$ cat src/rtl/fir_pkg.sv
// rtl/fir_pkg.sv - shared widths, phase-state type and saturation limits for the FIR serializer
package fir_pkg;

    localparam int IN_W_DEF  = 64;
    localparam int OUT_W_DEF = 16;

    localparam logic signed [OUT_W_DEF-1:0] SAT_MAX_DEF = {1'b0, {(OUT_W_DEF-1){1'b1}}};
    localparam logic signed [OUT_W_DEF-1:0] SAT_MIN_DEF = {1'b1, {(OUT_W_DEF-1){1'b0}}};

    typedef enum logic [1:0] {
        EMIT0 = 2'd0,
        EMIT1 = 2'd1,
        EMIT2 = 2'd2
    } phase_e;

endpackage

$ cat src/rtl/fir_requant.sv
// rtl/fir_requant.sv - round-half-up, arithmetic shift and saturate one FIR phase output
module fir_requant
    import fir_pkg::*;
#(
    parameter int IN_W  = IN_W_DEF,
    parameter int OUT_W = OUT_W_DEF,
    parameter int SHIFT = 15
) (
    input  logic signed [IN_W-1:0]  in_data,
    output logic signed [OUT_W-1:0] out_data,
    output logic                    out_sat
);

    localparam logic [IN_W:0] ONE = {{IN_W{1'b0}}, 1'b1};
    localparam int            RS  = (SHIFT > 0) ? SHIFT - 1 : 0;

    localparam logic signed [IN_W:0] RND  = (SHIFT > 0) ? $signed(ONE << RS) : '0;
    localparam logic signed [IN_W:0] MAXV = $signed((ONE << (OUT_W - 1)) - ONE);
    localparam logic signed [IN_W:0] MINV = ~MAXV;

    logic signed [IN_W:0] ext;
    logic signed [IN_W:0] sum;
    logic signed [IN_W:0] shifted;

    // One guard bit keeps the rounding add from wrapping near the positive limit.
    always_comb begin
        ext      = {in_data[IN_W-1], in_data};
        sum      = ext + RND;
        shifted  = sum >>> SHIFT;
        out_sat  = 1'b0;
        out_data = shifted[OUT_W-1:0];
        if (shifted > MAXV) begin
            out_sat  = 1'b1;
            out_data = MAXV[OUT_W-1:0];
        end else if (shifted < MINV) begin
            out_sat  = 1'b1;
            out_data = MINV[OUT_W-1:0];
        end
    end

endmodule

$ cat src/rtl/fir_par3_serializer.sv
// rtl/fir_par3_serializer.sv - buffers requantized 3-phase FIR triples and emits them as a serial stream
module fir_par3_serializer
    import fir_pkg::*;
#(
    parameter int IN_W  = IN_W_DEF,
    parameter int OUT_W = OUT_W_DEF,
    parameter int SHIFT = 15
) (
    input  logic                    clk,
    input  logic                    rst,
    input  logic                    in_valid,
    output logic                    in_ready,
    input  logic signed [IN_W-1:0]  in_p0,
    input  logic signed [IN_W-1:0]  in_p1,
    input  logic signed [IN_W-1:0]  in_p2,
    output logic                    out_valid,
    input  logic                    out_ready,
    output logic signed [OUT_W-1:0] out_data,
    output logic                    out_sat,
    output logic [15:0]             sat_count
);

    logic signed [IN_W-1:0]  in_ph  [3];
    logic signed [OUT_W-1:0] rq_data[3];
    logic [2:0]              rq_sat;

    assign in_ph[0] = in_p0;
    assign in_ph[1] = in_p1;
    assign in_ph[2] = in_p2;

    for (genvar g = 0; g < 3; g++) begin : g_requant
        fir_requant #(
            .IN_W  (IN_W),
            .OUT_W (OUT_W),
            .SHIFT (SHIFT)
        ) u_requant (
            .in_data  (in_ph[g]),
            .out_data (rq_data[g]),
            .out_sat  (rq_sat[g])
        );
    end

    logic [OUT_W-1:0] mem_data_q [2][3];
    logic [OUT_W-1:0] mem_data_d [2][3];
    logic [2:0]       mem_sat_q  [2];
    logic [2:0]       mem_sat_d  [2];

    logic [1:0]  count_q, count_d;
    logic        wr_ptr_q, wr_ptr_d;
    logic        rd_ptr_q, rd_ptr_d;
    phase_e      phase_q, phase_d;
    logic [15:0] sat_count_q, sat_count_d;

    logic             push;
    logic             pop;
    logic             out_xfer;
    logic [OUT_W-1:0] head_data;
    logic             head_sat;

    assign in_ready  = (count_q < 2'd2);
    assign out_valid = (count_q != 2'd0);
    assign push      = in_valid && in_ready;
    assign out_xfer  = out_valid && out_ready;
    assign pop       = out_xfer && (phase_q == EMIT2);

    always_comb begin
        head_data = '0;
        head_sat  = 1'b0;
        case (phase_q)
            EMIT0:   begin head_data = mem_data_q[rd_ptr_q][0]; head_sat = mem_sat_q[rd_ptr_q][0]; end
            EMIT1:   begin head_data = mem_data_q[rd_ptr_q][1]; head_sat = mem_sat_q[rd_ptr_q][1]; end
            EMIT2:   begin head_data = mem_data_q[rd_ptr_q][2]; head_sat = mem_sat_q[rd_ptr_q][2]; end
            default: begin head_data = '0; head_sat = 1'b0; end
        endcase
    end

    // Storage is not reset, so the head is masked while the FIFO is empty.
    assign out_data  = out_valid ? $signed(head_data) : '0;
    assign out_sat   = out_valid && head_sat;
    assign sat_count = sat_count_q;

    always_comb begin
        mem_data_d = mem_data_q;
        mem_sat_d  = mem_sat_q;
        if (push) begin
            for (int k = 0; k < 3; k++) begin
                mem_data_d[wr_ptr_q][k] = rq_data[k];
            end
            mem_sat_d[wr_ptr_q] = rq_sat;
        end
    end

    always_comb begin
        wr_ptr_d    = wr_ptr_q ^ push;
        rd_ptr_d    = rd_ptr_q ^ pop;
        count_d     = count_q;
        phase_d     = phase_q;
        sat_count_d = sat_count_q;
        case ({push, pop})
            2'b10:   count_d = count_q + 2'd1;
            2'b01:   count_d = count_q - 2'd1;
            default: count_d = count_q;
        endcase
        if (out_xfer) begin
            case (phase_q)
                EMIT0:   phase_d = EMIT1;
                EMIT1:   phase_d = EMIT2;
                EMIT2:   phase_d = EMIT0;
                default: phase_d = EMIT0;
            endcase
            if (out_sat && (sat_count_q != 16'hFFFF)) begin
                sat_count_d = sat_count_q + 16'd1;
            end
        end
    end

    always_ff @(posedge clk) begin
        if (rst) begin
            count_q     <= 2'd0;
            wr_ptr_q    <= 1'b0;
            rd_ptr_q    <= 1'b0;
            phase_q     <= EMIT0;
            sat_count_q <= 16'd0;
        end else begin
            count_q     <= count_d;
            wr_ptr_q    <= wr_ptr_d;
            rd_ptr_q    <= rd_ptr_d;
            phase_q     <= phase_d;
            sat_count_q <= sat_count_d;
        end
    end

    always_ff @(posedge clk) begin
        mem_data_q <= mem_data_d;
        mem_sat_q  <= mem_sat_d;
    end

endmodule

$ cat config.mk
export PLATFORM = sky130hd
export DESIGN_NAME = fir_par3_serializer
export DESIGN_NICKNAME = d
export VERILOG_FILES = /design/src/rtl/fir_pkg.sv /design/src/rtl/fir_requant.sv /design/src/rtl/fir_par3_serializer.sv
export SDC_FILE = /design/constraint.sdc
export NUM_CORES = 1
export LEC_CHECK = 0
export BUFFER_PORTS_ARGS = -buffer_cell sky130_fd_sc_hd__buf_4
export CAP_MARGIN = 20
export CORE_MARGIN = 10
export CORE_UTILIZATION = 25
export DETAILED_ROUTE_END_ITERATION = 6
export HOLD_SLACK_MARGIN = 0.06
export MAX_ROUTING_LAYER = met4
export PLACE_DENSITY_LB_ADDON = 0.05
export SYNTH_ARGS = -nofsm -noshare
export SYNTH_HDL_FRONTEND = slang
export SYNTH_SLANG_ARGS = --single-unit
$ cat constraint.sdc
create_clock -name clk -period 6.2 [get_ports clk]
set_input_delay 0.31 -clock clk [delete_from_list [all_inputs] [get_ports clk]]
set_output_delay 0.31 -clock clk [all_outputs]
set_load 0.02 [all_outputs]
==> impl_metrics.py <==
metrics = {
    "die": {
        "initial_core_util_pct": 25.5,
        "coreArea_mm2": 0.0412,
        "die_h_um": 225,
        "die_x_um": 225,
        "pin_count": 231,
        "rows": 74,
        "die_area_mm2": 0.0506,
    },
    "power": {
        "clkPwrFrac_pct": 37.7,
        "power_frac_seq_pct": 39.8,
        "power_mw": 2.52,
        "peakVddDrop_mv": 0.173,
        "p_sw_uw": 768,
        "switching_share_pct": 30.5,
        "intPower_mw": 1.75,
        "pwr-share-comb_pct": 22.6,
        "p_leak_nw": 4.24,
        "p_per_area_mw_per_mm2": 195,
    },
    "critical_path": {
        "start_kind": "primary input",
        "arrival_ps": 3980,
        "crit_required_ps": 6430,
        "worst-setup-path-type": "primary input to register",
        "end_kind": "register",
        "cp_max_fo": 17,
        "reg2regPathDepth": 10,
    },
    "yosys": {
        "synth_area_mm2": 0.0105,
        "ys_seq_area_share_pct": 33.4,
        "synth_area_leaders": "edfxtp_1, nand4_1, mux2i_1, nor2_1, xnor2_1",
        "synth_cell_type_count": 73,
        "synth_top_area_share_pct": 29.2,
        "synth_seq_cells": 124,
        "synthesis.nets": 1454,
        "async_reset_ff_share_pct": 0,
        "synth_edf_count": 102,
        "synth_top_cell_by_area": "edfxtp_1",
        "avgSynthCellArea_um2": 8.39,
        "yosysWarnings": 0,
        "syn_inst": 1251,
        "synth_ff_type": "edfxtp_1",
    },
    "global_route": {
        "grt_use_total_pct": 15.5,
        "grt_max_degree": 52,
        "gr-total-overflow": 0,
        "grt_pass1_vias": 10300,
        "grt_pass1_wl_mm": 60.2,
        "antenna_found_initial": 0,
    },
    "routing": {
        "wire_per_inst_um": 20.4,
        "dr.pass1.iters": 5,
        "routed_via_density": 5.34,
        "ant_nets": 0,
        "met2_length_mm": 19.8,
        "totalWireLength_mm": 39.6,
        "wirelength_met1_mm": 17.7,
        "drc": 0,
        "dr.max_layer_used": "met4",
        "drt_iter0_drc": 776,
        "vias": 10400,
        "met3_wirelength_mm": 1.61,
    },
    "timing": {
        "finalCritPeriodShare_pct": 60.5,
        "finalSetupViolations": 0,
        "report.final.slew_viol_count": 0,
        "tightest_slew_ps": 1130,
        "timing.final.crit_period_ps": 3750,
        "clock_skew_ps": 10.1,
        "max_slew_margin_pct": 24.1,
        "fin_setup_tns_ps": 0,
        "hold_ws_ps": 238,
        "rsz0062_at_grt": "false",
        "fmax_mhz": 267,
        "finalHoldViolations": 0,
    },
    "layout": {
        "multi_input_area_mm2": 0.00661,
        "instances_no_fill": 1939,
        "areaGrowthSynthToFinish_pct": 23.2,
        "drive_above_1_share_pct": 19.4,
        "seq_area_mm2": 0.00350,
        "final_cell_mix": "buf_4, nor2_1, edfxtp_1",
        "nFillCells": 4400,
        "nets": 1597,
        "final_common_cell": "buf_4",
        "antenna_cells": 0,
    },
    "cts": {
        "cts_tree": "done",
        "clk_pin_slew_ps": 60,
        "cts_resized": 0,
        "cts_max_level": 4,
        "cts_root_buffer": "clkbuf_16",
        "clkSinkCount": 124,
        "holdBufCountCts": 0,
        "cts_buffer_depth": 2,
        "cts_setup_buffers": 0,
        "clkLatencyLatePin_ps": 420,
        "numCtsBuffers": 17,
    },
    "place": {
        "gp_congestion": 0.864,
        "dpl.hpwl_mm": 31.3,
        "io_buffer_count": 188,
        "dp.cells": 1906,
    },
    "job": {
        "cap_violations": 0,
    },
    "min_path": {
        "holdPathStages": 2,
        "hold_path.class": "primary input to register",
    },
    "run_status": {
        "status": "finished clean",
    },
}
[worst max-delay path, stage by stage]
cell     delay [ps]
buf_4           120
nand3_1         380
nor4_1          810
nand3_1         190
xor2_1          210
or4_4           570
nor4_4          740
buf_4           340
a21oi_1          90
a21oi_1         210
[metal layers]
| layer | GRT usage, % | vias up |
|---|---|---|
| met2 | 26.3 | 207 |
| met1 | 19.0 | 5011 |
| met5 | - | - |
| li1 | - | 5113 |
| met4 | 3.20 | 0 |
| met3 | 2.60 | 30 |
[kinds of logic (layout without fill, tap and decap cells)]
family                     Yosys count  in the layout  share of synthesized area (%)
and+or+nand+nor                    626            626                           33.2
buffers and inverters               97            253                           3.94
adders and majority gates            7              7                          0.835
DFF                                124            124                           33.4
AOI/OAI and AO/OA                  246            246                           15.4
xor gates and xnor gates           102            102                           8.52
muxes                               49             49                           4.71
[worst paths after layout]
kind                      from             end  slack [ps]
setup / recovery     in_p2[31]  mem_data_q[55]        2450
hold / removal             rst        wr_ptr_q         240
setup reg to reg    phase_q[1]    sat_count[4]        3400
hold reg to reg   sat_count[8]    sat_count[8]         520
[synth_stat cells (all sizes together), types with 7 or more instances]
master	n
a22oi	19
nand4	74
and3	34
or2	14
nor4	42
nor3b	15
dfxtp	22
inv	21
nand3	77
a21oi	44
and4	25
or3	18
nor2	122
or4	24
buf	24
ha	7
and2	15
edfxtp	102
a31oi	8
o22ai	20
clkbuf	52
o21ai	61
nor3	49
xor2	50
o211ai	7
mux2i	46
a211oi	33
nand2	89
xnor2	52
[state kept, by name, summed over array words and instances, names as in the netlist]
register    count
mem_data_q     96
sat_count      16
mem_sat_q       6
count_q         2
phase_q         2
rd_ptr_q        1
wr_ptr_q        1
[final cells by class]
type / count / area share (%)
clock inverter: 14 / 1.05
tap: 532 / 5.15
inverter: 21 / 0.610
clock buffer: 18 / 3.32
multi-input combinational: 1030 / 51.1
timing repair buffer: 200 / 11.7
sequential: 124 / 27.1
[power by group through the flow]
stage	sequential, mW	combinational, mW	clock (mW)
after CTS	1.00	0.578	0.975
after floorplan	1.01	0.309	0
after global routing	1.01	0.629	1.01
final	1.00	0.570	0.950
after global placement	1.02	0.578	0
after detailed placement	1.02	0.577	0
[stage by stage]
| stage | instance area [um2] | setup slack [ps] | utilization [%] |
|---|---|---|---|
| after global placement | 12300 | 1930 | 30.0 |
| final | 12900 | 2450 | 31.4 |
| after global routing | 12900 | 2220 | 31.4 |
| after floorplan | 10500 | 3160 | - |
| after detailed placement | 12300 | 2030 | 30.0 |
| after CTS | 12900 | 2460 | 31.3 |
(Power assumes the default switching activity.)
